`config.mk`:
```
export PLATFORM = sky130hd
export DESIGN_NAME = penc_seq_flat
export DESIGN_NICKNAME = d
export VERILOG_FILES = /design/src/rtl/penc_seq_if.sv /design/src/rtl/penc_seq.sv /design/src/flat_wrapper.sv
export SDC_FILE = /design/constraint.sdc
export NUM_CORES = 1
export LEC_CHECK = 0
export CAP_MARGIN = 10
export CORE_ASPECT_RATIO = 0.75
export CORE_UTILIZATION = 30
export DETAILED_ROUTE_END_ITERATION = 8
export GPL_ROUTABILITY_DRIVEN = 0
export SYNTH_ARGS = -nofsm -noshare
export SYNTH_HDL_FRONTEND = slang
export SYNTH_SLANG_ARGS = --single-unit
```
`constraint.sdc`:
```
create_clock -name clk -period 5.15 [get_ports clk]
set_clock_uncertainty 0.05 [all_clocks]
set_input_delay 0.7725 -clock clk [delete_from_list [all_inputs] [get_ports clk]]
set_output_delay 0.7725 -clock clk [all_outputs]
set_load 0.01 [all_outputs]
```
`src/rtl/penc_seq_if.sv`:
```
// Purpose: bundles both handshake sides of the sequential priority-encoder
//   serializer (request vector in, index stream out) into one interface.
// Signals:
//   X[OPT-1:0]  request vector            (producer -> block)
//   X_VALID     X valid                   (producer -> block)
//   X_READY     block accepts X           (block -> producer)
//   Y[LEN-1:0]  current set-bit index     (block -> consumer)
//   Y_VALID     Y valid                   (block -> consumer)
//   Y_READY     consumer takes Y          (consumer -> block)
//   Y_LAST      Y is final index of vector(block -> consumer)
// Handshake: a transfer happens on a rising clock edge where VALID and READY
//   are both high; the sender holds its payload steady while VALID is high and
//   READY is low.
// Modports: slave = the serializer itself, master = the surrounding logic
//   (request producer plus index consumer).
interface penc_seq_if #(
  parameter int LEN = 4
);
  localparam int OPT = 2 ** LEN;

  logic [OPT-1:0] X;
  logic           X_VALID;
  logic           X_READY;
  logic [LEN-1:0] Y;
  logic           Y_VALID;
  logic           Y_READY;
  logic           Y_LAST;

  modport master (
    output X, X_VALID, Y_READY,
    input  X_READY, Y, Y_VALID, Y_LAST
  );

  modport slave (
    input  X, X_VALID, Y_READY,
    output X_READY, Y, Y_VALID, Y_LAST
  );
endinterface

```
`src/rtl/penc_seq.sv`:
```
// Purpose: sequential priority-encoder serializer. Accepts a request vector
//   and emits the index of every set bit, one per beat, lowest first
//   (MSB_FIRST=0) or highest first (MSB_FIRST=1). A vector with k set bits
//   occupies exactly k beats; a new vector can be taken on the last beat of
//   the current one, so back-to-back vectors stream without a bubble.
// Ports:
//   clk        clock, all state on rising edge
//   rst        asynchronous active-high reset
//   bus        penc_seq_if.slave: X/X_VALID/X_READY in, Y/Y_VALID/Y_READY/Y_LAST out
//   state_dbg  current FSM state (0 = IDLE, 1 = EMIT)
module penc_seq #(
  parameter int LEN       = 4,
  parameter bit MSB_FIRST = 1'b0
) (
  input  logic       clk,
  input  logic       rst,
  penc_seq_if.slave  bus,
  output logic       state_dbg
);
  localparam int OPT = 2 ** LEN;
  localparam logic [OPT-1:0] ONE = OPT'(1);

  typedef enum logic {
    IDLE = 1'b0,
    EMIT = 1'b1
  } state_t;

  state_t         state, state_next;
  logic [OPT-1:0] pend, pend_next;
  logic [OPT-1:0] clr_mask;
  logic [LEN-1:0] idx;
  logic           single;
  logic           beat;
  logic           x_take;

  // Winning index of the pending set. The last assignment in scan order wins,
  // so scanning downward leaves the lowest set bit and upward the highest.
  always_comb begin : pick
    idx = '0;
    if (MSB_FIRST) begin
      for (int i = 0; i < OPT; i++) begin
        if (pend[i]) idx = LEN'(i);
      end
    end else begin
      for (int i = OPT - 1; i >= 0; i--) begin
        if (pend[i]) idx = LEN'(i);
      end
    end
  end

  // Exactly one bit left: clearing the lowest set bit leaves nothing.
  assign single   = (pend != '0) && ((pend & (pend - ONE)) == '0);
  assign clr_mask = ONE << idx;

  always_comb begin : outputs
    bus.Y_VALID = (state == EMIT);
    bus.Y       = (state == EMIT) ? idx : '0;
    bus.Y_LAST  = (state == EMIT) && single;
    if (rst) begin
      bus.X_READY = 1'b0;
    end else if (state == IDLE) begin
      bus.X_READY = 1'b1;
    end else begin
      // Refill only as the final index leaves, so a new vector never
      // overlaps bits still waiting to be emitted.
      bus.X_READY = single && bus.Y_READY;
    end
  end

  assign beat   = bus.Y_VALID && bus.Y_READY;
  assign x_take = bus.X_VALID && bus.X_READY;

  always_comb begin : next_state
    pend_next  = pend;
    state_next = state;
    if (beat) pend_next = pend & ~clr_mask;
    // x_take in EMIT implies the last bit just left, so loading X replaces
    // an empty set; an all-zero X therefore drops straight back to IDLE.
    if (x_take) pend_next = bus.X;
    state_next = (pend_next != '0) ? EMIT : IDLE;
  end

  always_ff @(posedge clk or posedge rst) begin
    if (rst) begin
      state <= IDLE;
      pend  <= '0;
    end else begin
      state <= state_next;
      pend  <= pend_next;
    end
  end

  assign state_dbg = (state == EMIT);
endmodule

```
`src/flat_wrapper.sv`:
```
// flat-port wrapper written by rule: the top's interface ports become plain ports
module penc_seq_flat 
#(
  parameter int LEN       = 4,
  parameter bit MSB_FIRST = 1'b0
)
  (clk, rst, state_dbg, bus_X, bus_X_VALID, bus_Y_READY, bus_X_READY, bus_Y, bus_Y_VALID, bus_Y_LAST);
  penc_seq_if #(.LEN(LEN)) bus_i ();
  input  logic clk;
  input  logic rst;
  output logic state_dbg;
  input wire logic [$bits(bus_i.X)-1:0] bus_X;
  input wire logic [$bits(bus_i.X_VALID)-1:0] bus_X_VALID;
  input wire logic [$bits(bus_i.Y_READY)-1:0] bus_Y_READY;
  output wire logic [$bits(bus_i.X_READY)-1:0] bus_X_READY;
  output wire logic [$bits(bus_i.Y)-1:0] bus_Y;
  output wire logic [$bits(bus_i.Y_VALID)-1:0] bus_Y_VALID;
  output wire logic [$bits(bus_i.Y_LAST)-1:0] bus_Y_LAST;
  assign bus_i.X = bus_X;
  assign bus_i.X_VALID = bus_X_VALID;
  assign bus_i.Y_READY = bus_Y_READY;
  assign bus_X_READY = bus_i.X_READY;
  assign bus_Y = bus_i.Y;
  assign bus_Y_VALID = bus_i.Y_VALID;
  assign bus_Y_LAST = bus_i.Y_LAST;
  penc_seq #(.LEN(LEN), .MSB_FIRST(MSB_FIRST)) u_core (.clk(clk), .rst(rst), .bus(bus_i), .state_dbg(state_dbg));
endmodule
```
==> impl_metrics.csv <==
group,metric,value,unit
setup_path,crit_arrival,2850,ps
clocking,numClockSinks,17,
synthesis,async_reset_ff_share,100,%
routing,dr.pass1.iters,4,
worst_hold_path,min_path_type,"reg2reg",
global_route,grt_max_degree,19,
synthesis,yosysTopAreaCellShare,30.0,%
finish,area_delta_synth_final,23.0,%
timing,rsz0062_at_grt,"false",
setup_path,critical_path_class,"reg2out",
synthesis,synth.area.mux_share,3.18,%
die,start_util,31.6,%
synthesis,synth.most_common_cell,"dfrtp_1",
synthesis,netlist_top_cells_area,"dfrtp_1, o21ai_2, o21ai_0, nand2_2, nor2_1",
synthesis,yosys-top-cells-count,"dfrtp_1, nor2_1, nand2_1",
die,design.core.area,4490,µm²
global_route,track_usage,16.5,%
timing,relSlewSlack,34.5,%
synthesis,synthesis.nets,185,
finish,drive_gt1_share,16.0,%
pwr,ir_worst_vdd,0.000340,V
setup_path,worst_r2r_path_depth,9,
timing,hold_viol,0,
timing,tns,0,ps
timing,fin_crit_sh,71.4,%
clocking,cts_tree,"done",
synthesis,synth_top_family_by_area,"simple AND/OR/NAND/NOR gates",
routing,drc,0,
setup_path,crit_slowest_cell,"clkdlybuf4s50_1",
run,cap_violations,0,
timing,tightest_slew,981,ps
setup_path,cp_max_fo,8,
clocking,clk_pin_slew_worst_paths,60,ps
setup_path,path_cells,"nor4_4 > nand2_1 > a221o_1 > a211oi_2 > a41oi_1 > nor2_1 > clkdlybuf4s50_1",
setup_path,required,4330,ps
synthesis,synth-seq-area-share,30.0,%
synthesis,ys_types,53,
global_route,antenna_found_initial,0,
routing,postRouteAntennaNets,0,
clocking,cts_hold_buf,0,
routing,drt-total-wl,3600,µm
place,place_hpwl,2810,µm
synthesis,synthAdderAreaFrac,1.41,%
routing,vias,1364,
routing,wl_per_cell,14.7,µm
finish,final_util,38.8,%
clocking,worst_skew_pair.late_latency,250,ps
die,die_w,81.4,µm
routing,initialDrtViolationCount,97,
setup_path,end_kind,"output pin",
synthesis,postSynthCellCount,165,
clocking,htreeDepth,1,
synthesis,synthXorXnorAreaFrac,0,%
pwr,p_leak,0.674,nW
pwr,power_density,685,nW/µm²
synthesis,syn_area,1420,µm²
timing,clock.fmax,272,MHz
global_route,grt_overflow_total,0,
global_route,grt_pass1_wl,6250,µm
die,die_y,61.5,µm
clocking,root_buffer,"clkbuf_8",
synthesis,yosys_warnings,0,
routing,drt-vias-per-instance,5.57,
pwr,total_power,1.20,mW
worst_hold_path,min_path_cells,2,
timing,fin_crit,3680,ps
synthesis,synth_edf_count,0,
finish,nNetsFinal,209,
die,die_area,5010,µm²
setup_path,critPathLaunchType,"register",
global_route,grt_pass1_vias,1277,
clocking,numCtsBuffers,3,
synthesis,synth_top_area_cell,"dfrtp_1",
die,row_count,21,
clocking,post_cts_resize_count,0,
synthesis,synth_compound_area_share,29.4,%
synthesis,synth_seq_cells,17,
clocking,clockBufferDepth,2,
die,io-pin-count,28,
finish,insertedDiodeCount,0,
place,io_buffers,27,
timing,drv_slew,0,
timing,setup_viol,0,
synthesis,synth_flop_cell,"dfrtp_1",
synthesis,yosys.area_share.simple,29.5,%
status,status,"finished clean",
setup_path,critPathMaxStageDelay,540,ps
clocking,post_cts_buffers,0,
synthesis,synth_area_per_cell,8.59,µm²
-- logic make-up (layout without fill, tap and decap cells) --
kind of cell | count (synthesis) | count (layout)
and+or+nand+nor | 72 | 72
AOI/OAI and AO/OA | 56 | 56
DFF | 17 | 17
buffers and inverters | 14 | 37
muxes | 4 | 4
adders and majority gates | 2 | 2
-- state kept, by name (all words and copies together) (netlist names) --
name	cells
u_core.bus.Y_VALID	1
u_core.pend	16
-- metal layers --
metal,vias to the layer above,GRT usage [%],wire length (µm)
met5,-,0,0
met1,639,27.6,2030
met2,44,21.2,1330
li1,676,-,-
met3,5,1.93,205
met4,0,3.83,26
-- layout make-up --
class	count	area [µm²]
sequential	17	425
multi-input combinational	134	906
inverter	5	18.8
tap	57	71.3
fill	463	2750
clock buffer	4	45.0
timing repair buffer	28	278
-- worst max-delay path: cells and delay by family (launching register included) --
family,cells,cell delay (ps)
AND/OR/NAND/NOR,3,730
AO/OA/AOI/OAI,3,840
flip-flops,1,490
buffers and inverters,1,540
-- through the flow --
stage | setup slack [ps] | instances | cell area [µm²] | hold slack [ps]
after global placement | 1770 | 241 | 1700 | 605
after CTS | 1490 | 245 | 1740 | 605
after floorplan | 2440 | 165 | 1420 | 528
final | 1470 | 245 | 1740 | 613
after detailed placement | 1700 | 241 | 1700 | 593
after global routing | 1290 | 245 | 1740 | 652
-- where the power goes --
| group | switching, mW | leakage (nW) | total (mW) | internal [mW] |
|---|---|---|---|---|
| Clock | 0.0439 | 0.0228 | 0.0988 | 0.0549 |
| Sequential | 0.104 | 0.221 | 0.283 | 0.179 |
| Combinational | 0.426 | 0.430 | 0.813 | 0.387 |
-- cells in the final DEF, fill, tap and decap left out, types with 2 or more instances in the layout --
cell,instances
clkdlybuf4s50_1,27
nand2b_1,3
o31ai_1,3
clkbuf_8,3
nor2_1,16
nand2_2,10
and2_1,3
a21oi_1,4
nor4_1,9
and4_1,3
inv_1,5
o21ai_0,14
nand2_1,15
o21ai_2,10
or3_1,2
o21a_1,4
mux2_1,4
dfrtp_1,17
maj3_1,2
a21o_1,2
nor4_4,2
-- path summary, 6_finish.rpt --
path / start / to / slack, ps
worst min-delay path: u_core.pend[9]$_DFF_PP0_ / u_core.pend[9]$_DFF_PP0_ / 610
worst max-delay path: u_core.pend[5]$_DFF_PP0_ / bus_X_READY / 1470
worst max register to register: u_core.pend[5]$_DFF_PP0_ / u_core.bus.Y_VALID$_DFF_PP0_ / 1670
worst min register to register: u_core.pend[9]$_DFF_PP0_ / u_core.pend[9]$_DFF_PP0_ / 610
min in group asynchronous: rst / u_core.pend[14]$_DFF_PP0_ / 980
max in group asynchronous: rst / u_core.pend[6]$_DFF_PP0_ / 3660
(Power assumes the default switching activity.)
